===== src/rtl/mux_scan_ctrl.sv =====
// rtl/mux_scan_ctrl.sv - scan sequencer driving an N:1 mux selector, streaming per-channel samples
// Optional continuous rescan from DONE when MUX_SCAN_CONT_EN is defined.
module mux_scan_ctrl #(
   parameter int muxSize       = 8,
   parameter int selectorSize  = $clog2(muxSize),
   parameter int SETTLE_CYCLES = 1
) (
   input  logic                    clk,
   input  logic                    rst_n,
   input  logic                    start,
   input  logic [muxSize-1:0]      ch_mask,
   output logic [selectorSize-1:0] selector,
   input  logic                    mux_q,
   output logic                    busy,
   output logic                    sample_valid,
   input  logic                    sample_ready,
   output logic [selectorSize-1:0] sample_ch,
   output logic                    sample_bit,
   output logic [muxSize-1:0]      word,
   output logic                    done
);

   localparam int CntW = $clog2(SETTLE_CYCLES + 1);
   localparam logic [CntW-1:0] CntLoad = CntW'(SETTLE_CYCLES - 1);

   typedef enum logic [1:0] {IDLE, SETTLE, OUT, DONE} state_t;

   state_t                  state_q, state_d;
   logic [muxSize-1:0]      mask_q, mask_d;
   logic [selectorSize-1:0] sel_q, sel_d;
   logic [CntW-1:0]         cnt_q, cnt_d;
   logic [muxSize-1:0]      word_q, word_d;
   logic [selectorSize-1:0] sample_ch_q, sample_ch_d;
   logic                    sample_bit_q, sample_bit_d;

   logic [selectorSize-1:0] next_sel;
   logic                    has_next;

   function automatic logic [selectorSize-1:0] lowest_set(input logic [muxSize-1:0] m);
      lowest_set = '0;
      for (int i = muxSize - 1; i >= 0; i--) begin
         if (m[i]) lowest_set = selectorSize'(i);
      end
   endfunction

   // Descending walk so the lowest enabled channel above the current one wins.
   always_comb begin
      next_sel = '0;
      has_next = 1'b0;
      for (int i = muxSize - 1; i >= 0; i--) begin
         if (mask_q[i] && (i > int'(sel_q))) begin
            next_sel = selectorSize'(i);
            has_next = 1'b1;
         end
      end
   end

   always_comb begin
      state_d      = state_q;
      mask_d       = mask_q;
      sel_d        = sel_q;
      cnt_d        = cnt_q;
      word_d       = word_q;
      sample_ch_d  = sample_ch_q;
      sample_bit_d = sample_bit_q;
      case (state_q)
         IDLE: begin
            if (start) begin
               mask_d = ch_mask;
               word_d = '0;
               if (|ch_mask) begin
                  sel_d   = lowest_set(ch_mask);
                  cnt_d   = CntLoad;
                  state_d = SETTLE;
               end else begin
                  state_d = DONE;
               end
            end
         end
         SETTLE: begin
            if (cnt_q == '0) begin
               sample_bit_d  = mux_q;
               sample_ch_d   = sel_q;
               word_d[sel_q] = mux_q;
               state_d       = OUT;
            end else begin
               cnt_d = cnt_q - CntW'(1);
            end
         end
         OUT: begin
            if (sample_ready) begin
               if (has_next) begin
                  sel_d   = next_sel;
                  cnt_d   = CntLoad;
                  state_d = SETTLE;
               end else begin
                  state_d = DONE;
               end
            end
         end
         DONE: begin
`ifdef MUX_SCAN_CONT_EN
            if (start) begin
               word_d = '0;
               if (|mask_q) begin
                  sel_d   = lowest_set(mask_q);
                  cnt_d   = CntLoad;
                  state_d = SETTLE;
               end
            end else begin
               state_d = IDLE;
            end
`else
            state_d = IDLE;
`endif
         end
         default: state_d = IDLE;
      endcase
   end

   always_ff @(posedge clk or negedge rst_n) begin
      if (!rst_n) begin
         state_q      <= IDLE;
         mask_q       <= '0;
         sel_q        <= '0;
         cnt_q        <= '0;
         word_q       <= '0;
         sample_ch_q  <= '0;
         sample_bit_q <= 1'b0;
      end else begin
         state_q      <= state_d;
         mask_q       <= mask_d;
         sel_q        <= sel_d;
         cnt_q        <= cnt_d;
         word_q       <= word_d;
         sample_ch_q  <= sample_ch_d;
         sample_bit_q <= sample_bit_d;
      end
   end

   assign selector     = sel_q;
   assign busy         = (state_q != IDLE);
   assign sample_valid = (state_q == OUT);
   assign sample_ch    = sample_ch_q;
   assign sample_bit   = sample_bit_q;
   assign word         = word_q;
   assign done         = (state_q == DONE);

endmodule


===== config.mk =====
export PLATFORM = sky130hd
export DESIGN_NAME = mux_scan_ctrl
export DESIGN_NICKNAME = d
export VERILOG_FILES = /design/src/rtl/mux_scan_ctrl.sv
export SDC_FILE = /design/constraint.sdc
export NUM_CORES = 1
export LEC_CHECK = 0
export ABC_AREA = 1
export CAP_MARGIN = 0
export CORE_MARGIN = 2
export CORE_UTILIZATION = 44
export DETAILED_ROUTE_END_ITERATION = 10
export PLACE_DENSITY_LB_ADDON = 0.2
export SLEW_MARGIN = 20
export SYNTH_ARGS = -nofsm -noshare
export SYNTH_HDL_FRONTEND = slang
export SYNTH_SLANG_ARGS = --single-unit

===== constraint.sdc =====
create_clock -name clk -period 1.4 [get_ports clk]
set_input_delay 0.14 -clock clk [delete_from_list [all_inputs] [get_ports clk]]
set_output_delay 0.14 -clock clk [all_outputs]
set_load 0.005 [all_outputs]

==> results of run 1 <==
==> kinds of logic after synthesis <==
group | after synthesis | synth area share [%]
and+or+nand+nor | 98 | 33.7
AOI/OAI and AO/OA | 26 | 10.9
DFF | 24 | 44.9
buffers and inverters | 32 | 10.5
==> worst max-delay path, delay by kind of cell, from the launching register on <==
kind                   cells  cell delay [ns]
AND/OR/NAND/NOR            8             0.75
flip-flops                 1             0.46
buffers and inverters      1             0.16
AO/OA/AOI/OAI              1             0.07
==> metrics by stage <==
stage,TNS [ns],cells,cell area [um^2]
3_3_place_gp,0,250,1730
3_5_place_dp,-0.116,250,1730
5_1_grt,-0.729,273,2010
6_report,-0.208,273,2010
4_1_cts,-0.0326,266,1880
2_1_floorplan,0,180,1340
==> what timing repair did <==
item,CTS,global route
gates resized for setup,13,26
pin swaps,2,11
cloned,0,0
setup endpoints to repair,10,13
buffers inserted,12,7
==> worst min path at each step <==
stage | from | to | slack, ns | depth (start not counted)
finish | rst_n | selector[2] | 0.15 | 2
global route | rst_n | word[2] | 0.18 | 2
CTS | rst_n | word[1] | 0.17 | 2
detailed placement | sample_bit | sample_bit | 0.48 | 2
global placement | sample_bit | sample_bit | 0.46 | 2
floorplan | rst_n | mask_q[1] | -0.16 | 0
==> power by group through the flow <==
stage               Clock [uW]  Combinational, uW  Sequential, uW
finish                     387               2550            1210
global route               402               2800            1240
CTS                        383               2160            1190
detailed placement           0               1860            1260
floorplan                    0               1120            1160
global placement             0               1810            1230
==> per-layer routing <==
metal | part of all wire, % | up-vias | wire [um]
met3 | 4.7 | 13 | 163
met4 | 3.1 | 0 | 109
met2 | 49 | 37 | 1700
li1 | - | 681 | -
met1 | 43 | 607 | 1500
met5 | 0 | - | 0
==> registers in the layout (all words and copies together), names as in the netlist <==
name        flops
word            8
mask_q          7
sample_ch       3
selector        3
state_q         2
sample_bit      1
==> area by class of cell <==
| class | count | area [um^2] |
|---|---|---|
| well taps | 33 | 41.3 |
| multi-input cells | 124 | 659 |
| inverters | 27 | 106 |
| clock buffers | 4 | 36.3 |
| fillers | 246 | 963 |
| repair buffers | 61 | 566 |
| flip-flops and latches | 24 | 606 |
==> synthesized netlist by cell type (2+ instances only) <==
cell type  number
nand3_1        13
buf_4           2
inv_2           7
nand4_1         3
nor2_4          4
a21oi_1         2
inv_1          19
nand2_1        65
o21ai_1         2
dfrtp_1        24
o21ai_0        19
nand2_2         2
buf_2           2
nor2_1          8
==> results_dict.tcl, run 1 <==
set metrics [dict create \
    rows 20 \
    worst_slack_ns -0.0813 \
    syn_avg_cell_area_um2 7.44 \
    start_util_pct 45.0 \
    antenna_found_initial 0 \
    peakVddDrop_mv 1.08 \
    max_freq_ghz 0.675 \
    intPower_uw 2430 \
    grt_pass1_wl_um 5370 \
    cts_sinks 24 \
    drc 0 \
    r2r_start "selector[2]" \
    power_density_nw_per_um2 2060 \
    total_power_uw 4150 \
    grt_overflow 0 \
    slowest_delay_ns 0.46 \
    worstPathCellList "buf_4 > o21ai_2 > nand2_1 > nand2_1 > nor2_2 > nand2_2 > nand2_2 > nor2_4 > nand3_2 > nand2_1" \
    use_met1_pct 23.4 \
    post-route-period-util_pct 106 \
    ctsRootBufferMaster "clkbuf_4" \
    switchingPower_uw 1720 \
    violations "setup timing" \
    ys.warnings.count 0 \
    worstSetupStartpointType "register" \
    met3_usage_pct 2.18 \
    synthTopCellsByArea "dfrtp_1 45%, nand2_1 18%, o21ai_0 7.1%, inv_1 5.3%, nand3_1 4.9%" \
    syn_nets 193 \
    tightestPinTransition_ns 0.319 \
    reg2reg_slack_ns -0.08 \
    fp.coreArea_um2 2980 \
    r2r_cells 10 \
    cts_tree "yes" \
    cts_buffer_depth 2 \
    dp_slack_ns -0.0512 \
    clk_pin_slew_worst_paths_ns 0.14 \
    netSwitchingFraction_pct 41.4 \
    rsz0062_at_grt "true" \
    final_cell_mix "58 x nand2_1, 24 x buf_4, 23 x clkdlybuf4s50_1, 20 x dfrtp_1, 19 x inv_1" \
    crit_start "selector[2]" \
    vias 1338 \
    post-route-util_pct 67.6 \
    finalNetCount 254 \
    worstPathRequired_ns 1.68 \
    reg2reg_to "selector[0]" \
    final_common_cell "nand2_1" \
    endpoint "selector[0]" \
    cts_buffers 3 \
    setup_viol 3 \
    synth_top_area_share_pct 44.9 \
    critPathArrivalTime_ns 1.76 \
    synth_area_leader_cell "dfrtp_1" \
    hold_viol 0 \
    crit_type "register to register" \
    antenna_left 0 \
    slew_headroom_pct 78.7 \
    holdBufCountCts 0 \
    netlist_area_um2 1340 \
    hold_path_class "input pin to async pin" \
    combPwrFrac_pct 61.4 \
    globalplace.congestion 0.749 \
    timing.hold.ws_ns 0.154 \
    ctsHtreeMaxLevel 1 \
    crit_fanout 4 \
    fin_skew_ns 0.00437 \
    grt_pass1_vias 1286 \
    crit_top_cell "nand2_1" \
    chipHeight_um 59.2 \
    end_kind "register" \
    synth-main-ff-cell "dfrtp_1" \
    ys_seq_area_share_pct 44.9 \
    port_buffers 30 \
    layout_min_cycle_time_ns 1.48 \
    die_w_um 59.2 \
    maxSlewViolCount 0 \
    use_met2_pct 36.2 \
    area_growth_pct 50.5 \
    n_antenna_cell 0 \
    synth_edf_count 0 \
    dp_hpwl_um 2350 \
    worstSkewPairLatency_ns 0.33 \
    syn_inst 180 \
    status "finished, violations left" \
    drt-initial-drc-count 42 \
    async_flop_share_pct 100 \
    synth-seq-cells 24 \
    dieArea_um2 3500 \
    top_usage_layer "met2" \
    drt_wl_total_um 3480 \
    gr-usage-all-layers_pct 20.2 \
    drt_first_pass_iters 4 \
    p_leak_uw 0.00106 \
    drv_cap 0 \
    ios 31 \
    vias_per_cell 4.90 \
    grt_start_max_net_pins 25 \
    layout-drive-gt1-share_pct 30.4 \
    cp_slowest_cell "dfrtp_2" \
    p_seq_share_pct 29.2 \
    p_clk_share_pct 9.3 \
    wl_per_cell_um 12.7 \
    ys_types 22 \
]
Power figures use the tool's default switching activity.
==> run 2, diff against run 1 <==
--- a/config.mk
+++ b/config.mk
@@ -10,6 +10,7 @@
 export CORE_MARGIN = 2
 export CORE_UTILIZATION = 44
 export DETAILED_ROUTE_END_ITERATION = 10
+export GPL_TIMING_DRIVEN = 0
 export PLACE_DENSITY_LB_ADDON = 0.2
 export SLEW_MARGIN = 20
 export SYNTH_ARGS = -nofsm -noshare
==> run 2 against run 1 <==
  * The run still ends with setup timing left
  * Combinational power shrank 3%
  * Sequential share of layout area increased by 1.1 points
  * Utilization fell by 2.6 points
  * Critical path depth unchanged
  * Sequential power hardly changed
  * Worst setup slack lost 0.049 ns
  * Design area shrank 3.8%
  * Global-route usage grew 1.2 points
  * Die area unchanged
  * Worst hold slack gained 0.16 ns
  * Critical path type unchanged
  * Highest routed layer unchanged
==> results_dict.tcl, run 2 (same netlist as run 1, synthesis figures left out) <==
set metrics [dict create \
    hold_viol 0 \
    violations "setup timing" \
    final_common_cell "nand2_1" \
    grt_pass1_vias 1273 \
    layout_min_cycle_time_ns 1.53 \
    grt_pass1_wl_um 5640 \
    post-route-util_pct 65.1 \
    cts_sinks 24 \
    chipHeight_um 59.2 \
    port_buffers 30 \
    vias 1357 \
    intPower_uw 2230 \
    drc 0 \
    crit_type "register to register" \
    p_seq_share_pct 29.9 \
    clk_pin_slew_worst_paths_ns 0.14 \
    ios 31 \
    dp_slack_ns -0.101 \
    rsz0062_at_grt "true" \
    rows 20 \
    fin_skew_ns 0.00823 \
    r2r_start "selector[1]" \
    layout-drive-gt1-share_pct 27.9 \
    post-route-cell-area_um2 1940 \
    antenna_left 0 \
    gr-usage-all-layers_pct 21.4 \
    crit_start "selector[1]" \
    worstPathRequired_ns 1.67 \
    final_cell_mix "56 x nand2_1, 23 x clkdlybuf4s50_1, 22 x dfrtp_1, 21 x buf_4" \
    drt_wl_total_um 3660 \
    crit_fanout 7 \
    worstSetupStartpointType "register" \
    combPwrFrac_pct 62.1 \
    drt-initial-drc-count 36 \
    setup_viol 4 \
    post_dp_cell_area_um2 1680 \
    die_w_um 59.2 \
    finalNetCount 248 \
    ctsHtreeMaxLevel 1 \
    timing.hold.ws_ns 0.313 \
    antenna_found_initial 0 \
    dp_hpwl_um 2370 \
    ctsRootBufferMaster "clkbuf_4" \
    routed-wl-met2_um 1980 \
    slew_headroom_pct 63.9 \
    switchingPower_uw 1740 \
    worst_slack_ns -0.130 \
    cts_tree "yes" \
    worstSkewPairLatency_ns 0.32 \
    n_antenna_cell 0 \
    grt_start_max_net_pins 25 \
    grt_overflow 0 \
    post-route-period-util_pct 109 \
    reg2reg_slack_ns -0.13 \
    peakVddDrop_mv 0.738 \
    reg2reg_to "selector[0]" \
    power_density_nw_per_um2 2050 \
    hold_path_class "input pin to async pin" \
    dieArea_um2 3500 \
    r2r_cells 10 \
    max_freq_ghz 0.653 \
    fp.coreArea_um2 2980 \
    end_kind "register" \
    routed.top_layer "met4" \
    regArea_um2 603 \
    p_clk_share_pct 8.0 \
    tightestPinTransition_ns 0.542 \
    cts_buffer_depth 2 \
    p_leak_uw 0.00101 \
    start_util_pct 45.0 \
    maxSlewViolCount 0 \
    multi_input_area_um2 673 \
    endpoint "selector[0]" \
    globalplace.congestion 0.793 \
    status "finished, violations left" \
    wl_per_cell_um 13.8 \
    critPathArrivalTime_ns 1.80 \
    drv_cap 0 \
    drt_first_pass_iters 4 \
    met1_length_um 1430 \
    cts_buffers 3 \
    largest_reg_flops 8 \
    n_fill_cell 258 \
    dr_wl_met3_um 185 \
    vias_per_cell 5.10 \
    netSwitchingFraction_pct 43.9 \
    area_growth_pct 44.8 \
]
[run 2: changes by cell type in the layout (fill, tap and decap cells not counted), moves of 2 or more]
| cell | delta |
|---|---|
| buf_4 | -3 |
| dfrtp_1 | +2 |
| nand2_1 | -2 |
| nand2_4 | +3 |
| buf_2 | +2 |
| buf_6 | -2 |
| nor2_1 | +3 |
| nor2_2 | -3 |
| inv_4 | -2 |
| dfrtp_2 | -2 |
[run 2: worst min-delay path by stage]
| stage | start | to | slack, ns | cells after the start |
|---|---|---|---|---|
| after global placement | sample_bit | sample_bit | 0.46 | 2 |
| after global routing | rst_n | word[1] | 0.37 | 2 |
| after detailed placement | sample_bit | sample_bit | 0.47 | 2 |
| after floorplan | rst_n | mask_q[1] | -0.16 | 0 |
| after CTS | ch_mask[2] | mask_q[2] | 0.41 | 3 |
| final | rst_n | word[2] | 0.31 | 2 |
[run 2: worst max-delay path, stage by stage, from the launching register on]
cell and delay [ns]:
dfrtp_1 0.42, buf_6 0.16, nor2_4 0.16, nand3_2 0.11
nand2_4 0.10, nor2_4 0.05, nand2_2 0.09, nand2_4 0.07
nor2_4 0.15, nand3_2 0.10, nand2_1 0.07
[run 2: timing repair]
item / 4_1_cts / 5_1_grt
setup endpoints to repair: 8 / 11
hold endpoints to repair: 0 / 24
setup buffers: 12 / 7
hold buffers: 0 / 1
pin swaps: 12 / 13
gates resized for setup: 20 / 16
[run 2: metal layers]
metal / up-vias / global-route usage (%)
met1: 619 / 24.6
li1: 677 / -
met4: 0 / 8.12
met3: 10 / 1.97
met5: - / 0
met2: 51 / 40.5
[run 2: layout make-up]
type                            instances  share of cell area (%)
Multi-Input combinational cell        124                    34.7
Clock buffer                            3                    1.16
Inverter                               27                    5.62
Tap cell                               33                    2.13
Buffer                                  5                    2.58
Sequential cell                        24                    31.1
Timing Repair Buffer                   50                    22.7
[run 2: per-stage QoR]
stage	std cells	TNS [ns]	power, uW
6_report	266	-0.352	3970
5_1_grt	266	-0.643	4240
4_1_cts	258	-0.0475	3620
3_5_place_dp	243	-2.34	2990
3_3_place_gp	243	-0.482	2920
2_1_floorplan	180	0	2290
[run 2: power by group through the flow]
stage                     clock network, uW  logic [uW]  registers (uW)
after floorplan                           0        1120            1160
after global placement                    0        1750            1170
after detailed placement                  0        1800            1190
after CTS                               310        2130            1180
after global routing                    340        2680            1230
final                                   318        2470            1190
==> run 3, diff against run 2 <==
--- a/config.mk
+++ b/config.mk
@@ -7,7 +7,7 @@
 export LEC_CHECK = 0
 export ABC_AREA = 1
 export CAP_MARGIN = 0
-export CORE_MARGIN = 2
+export CORE_MARGIN = 8
 export CORE_UTILIZATION = 44
 export DETAILED_ROUTE_END_ITERATION = 10
 export GPL_TIMING_DRIVEN = 0
==> run 3 against run 2 <==
  * The run still ends with setup timing left
  * Clock power up 69%
  * Clock skew up 0.0021 ns
  * Utilization up 3.0 points
  * Critical path depth unchanged
  * Cell count up 3.0%
  * Sequential power about the same
  * Combinational power up 7%
  * Register-to-register slack better by 0.04 ns
  * Clock-buffer cell count unchanged
  * Global-route usage down 7.1 points
  * Critical path type unchanged
  * Largest power group unchanged
==> results_dict.tcl, run 3 (same netlist as run 1, synthesis figures left out) <==
set metrics [dict create \
    drt_wl_total_um 3940 \
    total_power_uw 4360 \
    vias 1420 \
    worst_slack_ns -0.0871 \
    layout_min_cycle_time_ns 1.49 \
    ctsHtreeMaxLevel 1 \
    slew_headroom_pct 64.8 \
    hold_viol 0 \
    drt-initial-drc-count 78 \
    cts_tree "yes" \
    globalplace.congestion 0.779 \
    drt_first_pass_iters 4 \
    max_freq_ghz 0.672 \
    dpl.cell_count 243 \
    fin_skew_ns 0.0103 \
    antenna_left 0 \
    ios 31 \
    fin_tns_setup_ns -0.182 \
    final_cell_mix "54 x nand2_1, 24 x buf_4, 22 x clkdlybuf4s50_1, 22 x dfrtp_1, 19 x inv_1" \
    cts_buffers 3 \
    gr-usage-all-layers_pct 14.3 \
    die_w_um 71.2 \
    largest_reg_flops 8 \
    rsz0062_at_grt "true" \
    crit_type "register to register" \
    multi_input_area_um2 674 \
    regArea_um2 603 \
    power_density_nw_per_um2 2150 \
    dieArea_um2 5060 \
    ctsRootBufferMaster "clkbuf_4" \
    worstPathRequired_ns 1.69 \
    violations "setup timing" \
    maxSlewViolCount 0 \
    crit_fanout 6 \
    setup_viol 3 \
    cts_buffer_depth 2 \
    final_cell_count_no_fill 274 \
    post-route-period-util_pct 106 \
    chipHeight_um 71.2 \
    wl_per_cell_um 14.4 \
    antenna_found_initial 0 \
    cts_sinks 24 \
    layout-drive-gt1-share_pct 32.8 \
    peakVddDrop_mv 0.863 \
    critPathArrivalTime_ns 1.78 \
    worstSkewPairLatency_ns 0.35 \
    grt_pass1_wl_um 5890 \
    grt_start_max_net_pins 25 \
    grt_overflow 0 \
    area_growth_pct 51.5 \
    vias_per_cell 5.18 \
    n_antenna_cell 0 \
    grt_pass1_vias 1393 \
    dp_hpwl_um 2470 \
    worstSetupStartpointType "register" \
    hold_path_class "input pin to async pin" \
    fp.coreArea_um2 2980 \
    drc 0 \
    clk_pin_slew_worst_paths_ns 0.15 \
    end_kind "register" \
    final_common_cell "nand2_1" \
    tightestPinTransition_ns 0.528 \
    drv_cap 0 \
    rows 20 \
    finalNetCount 255 \
    n_fill_cell 239 \
    status "finished, violations left" \
    port_buffers 30 \
    p_leak_uw 0.00109 \
    start_util_pct 45.0 \
]
-- run 3: power breakdown --
part	internal (uW)	switching, uW	leakage, uW	total, uW
combinational	1270	1370	0.000748	2640
clock	291	245	0.0000279	536
sequential	973	216	0.000310	1190
-- run 3: metrics by stage --
step / util, % / cell area [um^2] / setup WS [ns] / hold WS [ns]
floorplan: - / 1340 / 0.0606 / -0.156
global placement: 56.4 / 1680 / -0.0304 / 0.457
detailed placement: 56.4 / 1680 / -0.0734 / 0.465
CTS: 63.3 / 1890 / -0.0176 / 0.403
global route: 68.1 / 2030 / -0.103 / 0.349
finish: 68.1 / 2030 / -0.0871 / 0.275
-- run 3: area by class of cell --
class,count,area share [%]
Timing Repair Buffer,57,24.7
Buffer,5,2.28
Clock inverter,1,1.48
Clock buffer,3,1.11
Tap cell,33,2.04
Sequential cell,24,29.7
Multi-Input combinational cell,124,33.3
Inverter,27,5.37
-- run 3: metal layers --
metal	share of wire, %	wire length, um	global-route usage [%]	up-vias
li1	-	-	-	691
met1	39	1520	13.8	668
met2	53	2090	27.8	52
met3	6.4	251	3.39	9
met4	2.1	82	5.77	0
met5	0	0	0	-
-- run 3: repair_timing --
action | 4_1_cts | 5_1_grt
endpoints found under the hold margin | 0 | 24
setup endpoints to repair | 9 | 21
buffers inserted | 15 | 11
pin swaps | 12 | 16
hold buffers | 0 | 1
resized for setup | 23 | 23
-- run 3: worst max-delay path: stages (launching register included) --
cell	delay [ns]
dfrtp_2	0.50
buf_4	0.16
nand3_2	0.06
nand2_1	0.08
buf_4	0.14
buf_4	0.13
nand2_1	0.08
nand2_1	0.08
nand2_1	0.08
nand3_2	0.07
nand2_1	0.06
-- run 3: final timing paths --
check	end	startpoint	depth (start not counted)	slack [ns]
worst min register to register	mask_q[3]	mask_q[3]	2	0.50
worst min-delay path	word[5]	rst_n	2	0.28
max in group asynchronous	selector[0]	rst_n	2	0.73
worst max register to register	selector[0]	selector[0]	10	-0.09
min in group clk	mask_q[2]	ch_mask[2]	3	0.38
worst max-delay path	selector[0]	selector[0]	10	-0.09
